[src/rtl/dump_sample_tx.sv]
// Sample dump transmitter: fetches a raw capture sample, applies offset then
// gain calibration with saturation, and hands the corrected byte to the UART.
module dump_sample_tx #(
    parameter logic [7:0]  UNITY_GAIN = 8'h80,
    parameter int unsigned CNT_W      = 16
) (
    input  logic             clk,
    input  logic             rst,
    input  logic             flop_gain,
    input  logic             flop_offset,
    input  logic [15:0]      spi_rx_data,
    input  logic             start_resp,
    output logic             uart_rdy,
    output logic             ram_re,
    input  logic [7:0]       ram_rdata,
    output logic             tx_start,
    output logic [7:0]       tx_data,
    input  logic             tx_rdy,
    input  logic             tx_done,
    output logic [CNT_W-1:0] sent_cnt
);

    typedef enum logic [2:0] {
        S_IDLE,
        S_RDRAM,
        S_ADD,
        S_MULT,
        S_SEND,
        S_WAIT
    } state_t;

    state_t state;
    state_t state_nxt;

    logic [7:0]  gain;
    logic [7:0]  offset;
    logic [7:0]  sat_sum;
    logic [9:0]  sum_ext;
    logic [7:0]  sum_sat_c;
    logic [15:0] prod;
    logic [7:0]  mult_res_c;
    logic        unused_bits;

    // State register
    always_ff @(posedge clk) begin
        if (rst) begin
            state <= S_IDLE;
        end else begin
            state <= state_nxt;
        end
    end

    // Next-state logic
    always_comb begin
        state_nxt = state;
        case (state)
            S_IDLE:  if (start_resp) state_nxt = S_RDRAM;
            S_RDRAM: state_nxt = S_ADD;
            S_ADD:   state_nxt = S_MULT;
            S_MULT:  state_nxt = S_SEND;
            S_SEND:  if (tx_rdy) state_nxt = S_WAIT;
            S_WAIT:  if (tx_done) state_nxt = S_IDLE;
            default: state_nxt = S_IDLE;
        endcase
    end

    // Outputs decoded from state; tx_start is gated by tx_rdy in the same cycle
    always_comb begin
        uart_rdy = 1'b0;
        ram_re   = 1'b0;
        tx_start = 1'b0;
        case (state)
            S_IDLE:  uart_rdy = 1'b1;
            S_RDRAM: ram_re   = 1'b1;
            S_SEND:  tx_start = tx_rdy;
            default: ;
        endcase
    end

    // Offset add in 10-bit signed, clamped to the unsigned byte range
    always_comb begin
        sum_ext = {2'b00, ram_rdata} + {{2{offset[7]}}, offset};
        if (sum_ext[9]) begin
            sum_sat_c = 8'h00;
        end else if (sum_ext[8]) begin
            sum_sat_c = 8'hFF;
        end else begin
            sum_sat_c = sum_ext[7:0];
        end
    end

    // Gain is 1.7 fixed point: drop 7 fraction bits, clamp on integer overflow
    always_comb begin
        prod       = 16'(sat_sum) * 16'(gain);
        mult_res_c = prod[15] ? 8'hFF : prod[14:7];
    end

    assign unused_bits = ^{spi_rx_data[15:8], prod[6:0]};

    // Calibration capture runs in every state
    always_ff @(posedge clk) begin
        if (rst) begin
            gain   <= UNITY_GAIN;
            offset <= 8'h00;
        end else begin
            if (flop_gain) gain <= spi_rx_data[7:0];
            if (flop_offset) offset <= spi_rx_data[7:0];
        end
    end

    // Datapath stages and sent-byte counter
    always_ff @(posedge clk) begin
        if (rst) begin
            sat_sum  <= 8'h00;
            tx_data  <= 8'h00;
            sent_cnt <= '0;
        end else begin
            if (state == S_ADD) sat_sum <= sum_sat_c;
            if (state == S_MULT) tx_data <= mult_res_c;
            if (state == S_WAIT && tx_done) sent_cnt <= sent_cnt + CNT_W'(1);
        end
    end

endmodule

[config.mk]
export PLATFORM = sky130hd
export DESIGN_NAME = dump_sample_tx
export DESIGN_NICKNAME = d
export VERILOG_FILES = /design/src/rtl/dump_sample_tx.sv
export SDC_FILE = /design/constraint.sdc
export NUM_CORES = 1
export LEC_CHECK = 0
export CAP_MARGIN = 20
export CORE_UTILIZATION = 46
export CTS_CLUSTER_DIAMETER = 50
export DETAILED_ROUTE_END_ITERATION = 16
export DONT_BUFFER_PORTS = 1
export SKIP_LAST_GASP = 1
export SYNTH_ARGS = -nofsm -noshare
export SYNTH_HDL_FRONTEND = slang
export SYNTH_SLANG_ARGS = --single-unit
[constraint.sdc]
create_clock -name clk -period 10.5 [get_ports clk]
set_clock_uncertainty 0.05 [all_clocks]
set_input_delay 0.525 -clock clk [delete_from_list [all_inputs] [get_ports clk]]
set_output_delay 0.525 -clock clk [all_outputs]
set_load 0.005 [all_outputs]
======== Word-level counts from Yosys, hierarchy flattened ========
Index checks and enable logic that the tools add are counted.
Widths: inputs -> output; s select.
storage, ports and cells
  word-level logic and storage cells ...... 30
  register bits after elaboration ......... 51
  output and inout bits ................... 27
  input port bits ......................... 31
cells by class
  equal/unequal tests ..................... 8
  multiplexer cells ....................... 10
  add/sub/neg operators ................... 2
  multipliers ............................. 1
  reductions and logical operators ........ 3
operator list
  kind                   number
  $mux 8                 3
  $pmux 3 s6             1
  $add 16x1->16 const B  1
  $mul 8x8->16           1
  $add 9x8->10           1
  $mux 3                 3
  $eq 3x2->1 const B     2
  $eq 3x3->1 const B     2
  $ne 2x2->1 const B     3
  $eq 3x1->1 const B     1
  $logic_not 3->1        1
  $mux 1                 3
  $reduce_and 3->1       1
  $logic_and 1x1->1      1

======== Longest topological paths before layout ========
Gate-level depths: netlist of the first run.
  depth after elaboration ................. 3
  gate-level depth with buffers ........... 16
  mapped depth without buffers ............ 16

======== Least setup slack after synthesis of the first run ========
No wires, ideal clock.
  kind .................................... flip-flop to flip-flop
  from .................................... reg sat_sum[4]
  to ...................................... reg tx_data[0]
  path buffers ............................ 1
  clock period less this slack ............ 4.505 ns
  stages on the path, launching flop included .. 17
  arrival time ............................ 4.364 ns
  library setup time ...................... 0.091 ns
  slack ................................... 5.995 ns
  required time ........................... 10.359 ns
  path through ............................ dfxtp_1 clkbuf_1 nand2_1 fa_1 fa_1 inv_1 fa_1 inv_1 fa_1 inv_1 ha_1 a21o_1 a221o_1 a22oi_2 o21ai_2 xnor2_4 a311oi_1
on the way
  longest elaborated chain between the ends .. 2
ends and longest elaborated chain
  element                 RTL line  RTL
  start, declared         37        logic [7:0] sat_sum;
  start signal, assigned  118       if (state == S_ADD) sat_sum <= sum_sat_c;
  $mul 8x8->16            94        prod = 16'(sat_sum) * 16'(gain);
  $mux 8                  95        mult_res_c = prod[15] ? 8'hFF : prod[14:7];
  end signal, assigned    119       if (state == S_MULT) tx_data <= mult_res_c;
  end, declared           17        output logic [7:0] tx_data,
No other way between the ends.
A chain may end at the register's enable or synchronous reset.

======== Worst setup path after layout of the first run ========
  from .................................... reg gain[7]
  to ...................................... reg tx_data[6]
on the way
  longest elaborated chain between the ends .. 2
ends and longest elaborated chain
  element                 RTL line  RTL
  start, declared         35        logic [7:0] gain;
  start signal, assigned  106       if (flop_gain) gain <= spi_rx_data[7:0];
  $mul 8x8->16            94
  $mux 8                  95
No other way between the ends.

==> results of run 1 <==
## worst max-delay path, cell delays in order (launching register included)
cell and delay (ns):
dfxtp_1 0.48, nand2_1 0.12, fa_1 0.53, fa_1 0.55
inv_1 0.05, fa_1 0.52, inv_1 0.05, fa_1 0.53
inv_1 0.05, ha_1 0.37, a21o_1 0.23, a221o_1 0.33
a22oi_2 0.28, o21ai_2 0.14, xnor2_4 0.25, a41oi_1 0.15
## metal layers
metal | GRT usage [%] | wire length, um | vias to the layer above
li1 | - | - | 1601
met1 | 24.05 | 3813 | 1535
met2 | 33.46 | 3891 | 39
met3 | 3.373 | 257 | 4
met4 | 3.054 | 46 | 0
met5 | 0 | 0 | -
## final timing paths
kind | to | start | slack, ns
worst max-delay path | tx_data[6] | gain[7] | 5.65
worst max register to register | tx_data[6] | gain[7] | 5.65
worst min-delay path | tx_data[2] | rst | 0.23
worst min register to register | offset[4] | offset[4] | 0.46
## layout make-up
| class | instances | area (um^2) | share of cell area (%) |
|---|---|---|---|
| Inverter | 45 | 168.9 | 3.723 |
| Sequential cell | 51 | 1021 | 22.50 |
| Clock inverter | 2 | 35.03 | 0.7722 |
| Tap cell | 111 | 138.9 | 3.061 |
| Clock buffer | 6 | 82.58 | 1.820 |
| Multi-Input combinational cell | 371 | 3090 | 68.12 |
## logic make-up after synthesis
kind of cell	share of synthesized area, %
xor gates and xnor gates	6.484
adders and majority gates	28.99
AOI/OAI and AO/OA	11.01
DFF	23.52
and+or+nand+nor	20.52
muxes	4.179
buffers and inverters	5.303
## power by group through the flow
stage | logic (mW) | clock network (mW) | registers [mW]
detailed placement | 0.0756 | 0 | 0.223
CTS | 0.0765 | 0.148 | 0.218
floorplan | 0.0712 | 0 | 0.214
global placement | 0.0745 | 0 | 0.222
global route | 0.0890 | 0.154 | 0.221
finish | 0.0755 | 0.144 | 0.218
## stage by stage
stage               instance area, um^2  util, %
finish                             4537    49.33
global route                       4537    49.33
CTS                                4537    49.33
detailed placement                 4419    48.05
global placement                   4419    48.05
floorplan                          4342        -
## Yosys cell counts (9+ instances only)
| cell type | count | area [um^2] |
|---|---|---|
| a21oi_1 | 22 | 110.1 |
| and2_1 | 53 | 331.6 |
| clkbuf_1 | 11 | 41.29 |
| dfxtp_1 | 51 | 1021 |
| fa_1 | 36 | 720.7 |
| ha_1 | 43 | 538.0 |
| inv_1 | 45 | 168.9 |
| mux2i_1 | 17 | 170.2 |
| nand2_1 | 31 | 116.4 |
| nor2_1 | 56 | 210.2 |
| o21ai_0 | 9 | 45.04 |
| xor2_1 | 21 | 183.9 |
## sequential cells by signal (all words and copies together) (netlist names)
signal	count
sent_cnt	16
gain	8
offset	8
sat_sum	8
tx_data	8
state	3
==> results.sh, run 1 <==
export IMPL_syn_avg_cell_area_um2=9.008
export IMPL_wl_per_cell_um=13.67
export IMPL_cts_sinks=51
export IMPL_rr_worst_depth=15
export IMPL_dp_cells=578
export IMPL_portBuffers=0
export IMPL_ys_warn_count=0
export IMPL_final_max_slew_viol_count=0
export IMPL_cts_hold_buf=0
export IMPL_antennaDiodeCount=0
export IMPL_period_share_pct=46.18
export IMPL_post_cts_resized=0
export IMPL_vdd_drop_max_mv=0.08728
export IMPL_finalPower_uw=437.0
export IMPL_relSlewSlack_pct=38.73
export IMPL_via_per_inst=5.425
export IMPL_first_iter_violations=109
export IMPL_p_int_uw=314.0
export IMPL_holdPathStages=1
export IMPL_synth_nets=592
export IMPL_grt_pass1_vias=3343
export IMPL_fillers=869
export IMPL_async_reset_ff_share_pct=0
export IMPL_preCtsSetupSlack_ns=5.614
export IMPL_gp_congestion=0.7981
export IMPL_core_area_mm2=0.009196
export IMPL_syn_inst=482
export IMPL_pwr_share_comb_pct=17.3
export IMPL_final_cell_mix="nor2_1 (56), and2_1 (53), dfxtp_1 (51)"
export IMPL_layout_setup_ws_ns=5.651
export IMPL_grt_ovfl_total=0
export IMPL_grt_max_degree=46
export IMPL_finalSetupViolCount=0
export IMPL_cts_tree="done"
export IMPL_rsz0062_at_grt="false"
export IMPL_wl_um=8009
export IMPL_synth_cell_type_count=53
export IMPL_ios=58
export IMPL_tightestPinTransition_ns=0.9157
export IMPL_drc=0
export IMPL_pwr_share_seq_pct=49.9
export IMPL_crit_required_ns=10.58
export IMPL_status="complete, no violations"
export IMPL_dp_hpwl_um=6286
export IMPL_cts_buffers=5
export IMPL_die_area_mm2=0.009831
export IMPL_finalHoldViolCount=0
export IMPL_clk_latency_ns=0.30
export IMPL_vias=3179
export IMPL_ys_flop_type="dfxtp_1"
export IMPL_synth_edf_count=0
export IMPL_htree_levels=2
export IMPL_tns_ns=0
export IMPL_start_kind="flop"
export IMPL_drtAntennaViolNets=0
export IMPL_fin_cells=586
export IMPL_antenna_found_initial=0
export IMPL_first_pass_iters=6
export IMPL_power_density_mw_per_mm2=96.31
export IMPL_net_switching_power_uw=122.9
export IMPL_grt_pass1_wl_um=15050
export IMPL_clkPwrFrac_pct=32.8
export IMPL_leakage_nw=2.115
export IMPL_cp_data_arrival_time_ns=4.93
export IMPL_drive_above_1_share_pct=4.000
export IMPL_ys_seq_area_share_pct=23.52
export IMPL_synth_seq_cells=51
export IMPL_num_rows=35
export IMPL_max_freq_mhz=206.2
export IMPL_fp_dieW_um=99.15
export IMPL_power_share_switching_pct=28.13
export IMPL_track_usage_pct=18.71
export IMPL_syn_area_mm2=0.004342
export IMPL_path_max_fanout=9
export IMPL_die_y_um=99.15
export IMPL_drv_cap=0
export IMPL_final_nets=584
export IMPL_critPathKind="flop to flop"
export IMPL_hp_class="input port to flop"
export IMPL_cts_root_buf="clkbuf_8"
export IMPL_clock_path_buffers=2
export IMPL_endpoint_kind="flop"
export IMPL_final_common_cell="nor2_1"
export IMPL_cts_setup_buffers=0
export IMPL_clkTransAtPathRegs_ns=0.09
export IMPL_fin_hold_ws_ns=0.2314
export IMPL_start_util_pct=47.21
export IMPL_area_growth_pct=4.496
export IMPL_period_needed_ns=4.849
(Power assumes the default switching activity.)
==> run 2, diff against run 1 <==
==> constraint.sdc (replaced) <==
create_clock -name clk -period 4.41 [get_ports clk]
set_clock_uncertainty 0.05 [all_clocks]
set_input_delay 0.2205 -clock clk [delete_from_list [all_inputs] [get_ports clk]]
set_output_delay 0.2205 -clock clk [all_outputs]
set_load 0.005 [all_outputs]
==> run 2 against run 1 <==
Effect of this change: global-route usage up 0.76 points; worst hold slack worse by 0.22 ns; flip-flop and latch count unchanged; fmax up 13%; combinational power rose to 3.1 times the previous value; wire length up 9.3%; core utilization up 4.4 points; sequential share of layout area down 1.2 points; critical endpoint unchanged.
==> results.sh, run 2 (synthesis results as in run 1) <==
export IMPL_status="complete, no violations"
export IMPL_first_pass_iters=4
export IMPL_fin_cells=622
export IMPL_portBuffers=0
export IMPL_drv_cap=0
export IMPL_fp_dieW_um=99.15
export IMPL_critPathTopFamily="adder cells"
export IMPL_start_kind="flop"
export IMPL_max_freq_mhz=232.2
export IMPL_area_growth_pct=13.86
export IMPL_cts_tree="done"
export IMPL_final_nets=621
export IMPL_placedInstanceArea_mm2=0.004643
export IMPL_clkTransAtPathRegs_ns=0.09
export IMPL_ios=58
export IMPL_clk_latency_ns=0.31
export IMPL_final_seq_area_mm2=0.001055
export IMPL_die_y_um=99.15
export IMPL_track_usage_pct=19.47
export IMPL_num_rows=35
export IMPL_path_cells="buf_6, and2_4, fa_2, fa_1, fa_1, inv_1, fa_1, inv_2, ha_4, a21o_1, a221o_1, a22oi_2, o21ai_2, xnor2_4, a41oi_2"
export IMPL_tns_ns=0
export IMPL_finalHoldViolCount=0
export IMPL_htree_levels=2
export IMPL_core_area_mm2=0.009196
export IMPL_leakage_nw=2.299
export IMPL_cts_buffers=5
export IMPL_die_area_mm2=0.009831
export IMPL_power_density_mw_per_mm2=215.7
export IMPL_drtAntennaViolNets=0
export IMPL_antenna_found_initial=0
export IMPL_period_share_pct=97.66
export IMPL_post_route_cell_area_mm2=0.004943
export IMPL_drive_above_1_share_pct=16.83
export IMPL_preCtsSetupSlack_ns=-0.1468
export IMPL_final_common_cell="nor2_1"
export IMPL_critPathKind="flop to flop"
export IMPL_cp_data_arrival_time_ns=4.39
export IMPL_dp_hpwl_um=6814
export IMPL_largest_register_ffs=16
export IMPL_wl_um=8757
export IMPL_crit_path_max_incr_delay_ns=0.54
export IMPL_finalSetupViolCount=0
export IMPL_regMostFlops="sent_cnt"
export IMPL_critPathSlowestCell="fa_1"
export IMPL_grt_pass1_wl_um=15420
export IMPL_multiInputGateArea_mm2=0.003168
export IMPL_relSlewSlack_pct=29.67
export IMPL_grt_max_degree=43
export IMPL_hp_class="input port to flop"
export IMPL_vdd_drop_max_mv=0.1226
export IMPL_cts_sinks=51
export IMPL_endpoint_kind="flop"
export IMPL_period_needed_ns=4.307
export IMPL_wl_per_cell_um=14.08
export IMPL_drc=0
export IMPL_finalPower_mw=1.066
export IMPL_start_util_pct=47.21
export IMPL_final_max_slew_viol_count=0
export IMPL_cts_root_buf="clkbuf_8"
export IMPL_rsz0062_at_grt="true"
export IMPL_dp_cells=606
export IMPL_path_max_fanout=8
export IMPL_antennaDiodeCount=0
export IMPL_grt_ovfl_total=0
export IMPL_vias=3323
export IMPL_fillers=866
export IMPL_grt_pass1_vias=3377
export IMPL_final_cell_mix="nor2_1 (56), and2_1 (45), inv_1 (41)"
export IMPL_cp_buffers_inverters=3
export IMPL_via_per_inst=5.342
export IMPL_tightestPinTransition_ns=1.051
export IMPL_crit_required_ns=4.50
export IMPL_critPathMostFrequentCell="fa_1"
export IMPL_layout_setup_ws_ns=0.1033
export IMPL_clock_path_buffers=2
export IMPL_first_iter_violations=73
export IMPL_gp_congestion=0.8397
-- run 2: area by class of cell --
| cell class | count | share of cell area, % |
|---|---|---|
| Timing Repair Buffer | 37 | 6.277 |
| Multi-Input combinational cell | 371 | 64.09 |
| Clock buffer | 6 | 1.468 |
| Clock inverter | 1 | 0.6074 |
| Sequential cell | 51 | 21.34 |
| Tap cell | 111 | 2.809 |
| Inverter | 45 | 3.417 |
-- run 2: per-stage QoR --
stage	hold slack, ns	util, %
4_1_cts	0.006528	53.24
6_report	0.008706	53.76
3_5_place_dp	0.2475	50.49
2_1_floorplan	0.2884	-
3_3_place_gp	0.2464	50.49
5_1_grt	0.00005770	53.76
-- run 2: report_power, final --
part | switching, mW | leakage, nW | internal (mW) | total [mW]
logic | 0.124 | 1.83 | 0.112 | 0.236
registers | 0.0272 | 0.422 | 0.481 | 0.509
clock network | 0.155 | 0.0513 | 0.167 | 0.322
total | 0.306 | 2.30 | 0.760 | 1.07
-- run 2: worst paths after layout --
check / cells after the start / startpoint / to / slack (ns)
min: 2 / spi_rx_data[1] / offset[1] / 0.009
min reg2reg: 2 / offset[4] / offset[4] / 0.47
max reg2reg: 15 / sat_sum[4] / tx_data[6] / 0.10
max: 15 / sat_sum[4] / tx_data[6] / 0.10
-- run 2: per-layer routing --
layer / track usage [%] / share of wire [%] / vias to the layer above
li1: - / - / 1669
met1: 24.41 / 46 / 1600
met2: 35.56 / 50 / 49
met3: 3.373 / 3.4 / 5
met4: 3.394 / 0.74 / 0
met5: 0 / 0 / -
-- run 2: repair_timing --
| item | CTS | global route |
|---|---|---|
| hold buffers | 3 | 0 |
| buffers inserted | 2 | 4 |
| endpoints found under the setup margin | 8 | 8 |
| endpoints found under the hold margin | 42 | 0 |
| resized for setup | 36 | 7 |
| pin swaps | 27 | 8 |
==> run 3, diff against run 2 <==
==> constraint.sdc (replaced) <==
create_clock -name clk -period 5.5 [get_ports clk]
set_clock_uncertainty 0.05 [all_clocks]
set_input_delay 0.275 -clock clk [delete_from_list [all_inputs] [get_ports clk]]
set_output_delay 0.275 -clock clk [all_outputs]
set_load 0.005 [all_outputs]
==> run 3 against run 2 <==
Effect of this change: via count decreased by 2.8%; flip-flop and latch count unchanged; wire length shrank 4.7%; first-iteration DRC count up 48%; sequential share of layout area is 0.96 points higher; combinational power is 35% lower; clock-buffer cell count unchanged; critical path type unchanged.
==> results.sh, run 3 (synthesis results as in run 1) <==
export IMPL_status="complete, no violations"
export IMPL_placedInstanceArea_mm2=0.004427
export IMPL_hp_class="input port to flop"
export IMPL_wl_per_cell_um=14.16
export IMPL_track_usage_pct=19.11
export IMPL_die_area_mm2=0.009831
export IMPL_period_share_pct=88.44
export IMPL_via_per_inst=5.484
export IMPL_path_max_fanout=9
export IMPL_grt_pass1_wl_um=15170
export IMPL_final_cell_mix="nor2_1 (56), and2_1 (53), dfxtp_1 (51)"
export IMPL_fin_hold_ws_ns=0.02745
export IMPL_num_rows=35
export IMPL_start_kind="flop"
export IMPL_post_cts_resized=0
export IMPL_drv_cap=0
export IMPL_area_growth_pct=5.447
export IMPL_portBuffers=0
export IMPL_dp_cells=579
export IMPL_htree_levels=2
export IMPL_relSlewSlack_pct=38.29
export IMPL_first_pass_iters=4
export IMPL_antennaDiodeCount=0
export IMPL_vdd_drop_max_mv=0.1961
export IMPL_fp_dieW_um=99.15
export IMPL_endpoint_kind="flop"
export IMPL_clkTransAtPathRegs_ns=0.10
export IMPL_power_density_mw_per_mm2=184.9
export IMPL_die_y_um=99.15
export IMPL_ios=58
export IMPL_period_needed_ns=4.864
export IMPL_clock_path_buffers=2
export IMPL_finalHoldViolCount=0
export IMPL_start_util_pct=47.21
export IMPL_gp_congestion=0.7904
export IMPL_grt_pass1_vias=3375
export IMPL_tightestPinTransition_ns=0.9222
export IMPL_cts_hold_buf=2
export IMPL_final_common_cell="nor2_1"
export IMPL_clk_latency_ns=0.31
export IMPL_regMostFlops="sent_cnt"
export IMPL_cp_data_arrival_time_ns=4.95
export IMPL_grt_ovfl_total=0
export IMPL_drive_above_1_share_pct=4.393
export IMPL_drtAntennaViolNets=0
export IMPL_tns_ns=0
export IMPL_leakage_nw=2.135
export IMPL_critPathKind="flop to flop"
export IMPL_fin_cells=589
export IMPL_grt_max_degree=42
export IMPL_wl_um=8342
export IMPL_finalSetupViolCount=0
export IMPL_dp_hpwl_um=6451
export IMPL_largest_register_ffs=16
export IMPL_cts_buffers=5
export IMPL_final_max_slew_viol_count=0
export IMPL_drc=0
export IMPL_first_iter_violations=108
export IMPL_cts_root_buf="clkbuf_8"
export IMPL_final_nets=587
export IMPL_rsz0062_at_grt="false"
export IMPL_layout_setup_ws_ns=0.6360
export IMPL_vias=3230
export IMPL_post_route_cell_area_mm2=0.004578
export IMPL_cts_setup_buffers=0
export IMPL_max_freq_mhz=205.6
export IMPL_antenna_found_initial=0
export IMPL_preCtsSetupSlack_ns=0.6187
export IMPL_core_area_mm2=0.009196
export IMPL_cts_sinks=51
export IMPL_reg2reg_slack_ns=0.64
export IMPL_cts_tree="done"
export IMPL_crit_required_ns=5.59
export IMPL_post_route_util_pct=49.78
export IMPL_finalPower_uw=846.7
-- run 3: changes by cell type in the layout (fill, tap and decap cells not counted), sizes merged --
cell,previous run,this run
dlygate4sd3,2,1
inv,45,46
buf,35,2
-- run 3: final timing paths --
path | endpoint | depth (start not counted) | startpoint
setup / recovery | tx_data[6] | 15 | gain[7]
hold / removal | gain[7] | 1 | spi_rx_data[7]
setup reg to reg | tx_data[6] | 15 | gain[7]
hold reg to reg | offset[0] | 2 | offset[0]
-- run 3: power by group --
group	internal, mW	switching [mW]	leakage [nW]	total, mW
Combinational	0.0684	0.0844	1.66	0.153
Sequential	0.386	0.0292	0.415	0.415
Clock	0.150	0.129	0.0618	0.278
Total	0.604	0.242	2.13	0.847
-- run 3: routing by layer --
| layer | global-route usage, % | routed length [um] |
|---|---|---|
| met3 | 3.443 | 278 |
| met1 | 23.17 | 3876 |
| met2 | 34.70 | 4030 |
| met5 | 0 | 0 |
| met4 | 5.543 | 156 |
-- run 3: area by class of cell --
cell class,count,area (um^2)
Clock buffer,6,82.58
Fill cell,898,4618
Multi-Input combinational cell,371,3090
Inverter,45,168.9
Clock inverter,2,38.79
Timing Repair Buffer,3,37.54
Tap cell,111,138.9
Sequential cell,51,1021
-- run 3: critical path: stages, from the launching register on --
cell and delay [ns]:
dfxtp_1 0.48, nand2_1 0.12, fa_1 0.53, fa_1 0.55, inv_1 0.05, fa_1 0.52, inv_1 0.05, fa_1 0.53
inv_1 0.05, ha_1 0.37, a21o_1 0.24, a221o_1 0.32, a22oi_2 0.28, o21ai_2 0.14, xnor2_4 0.25, a41oi_1 0.15
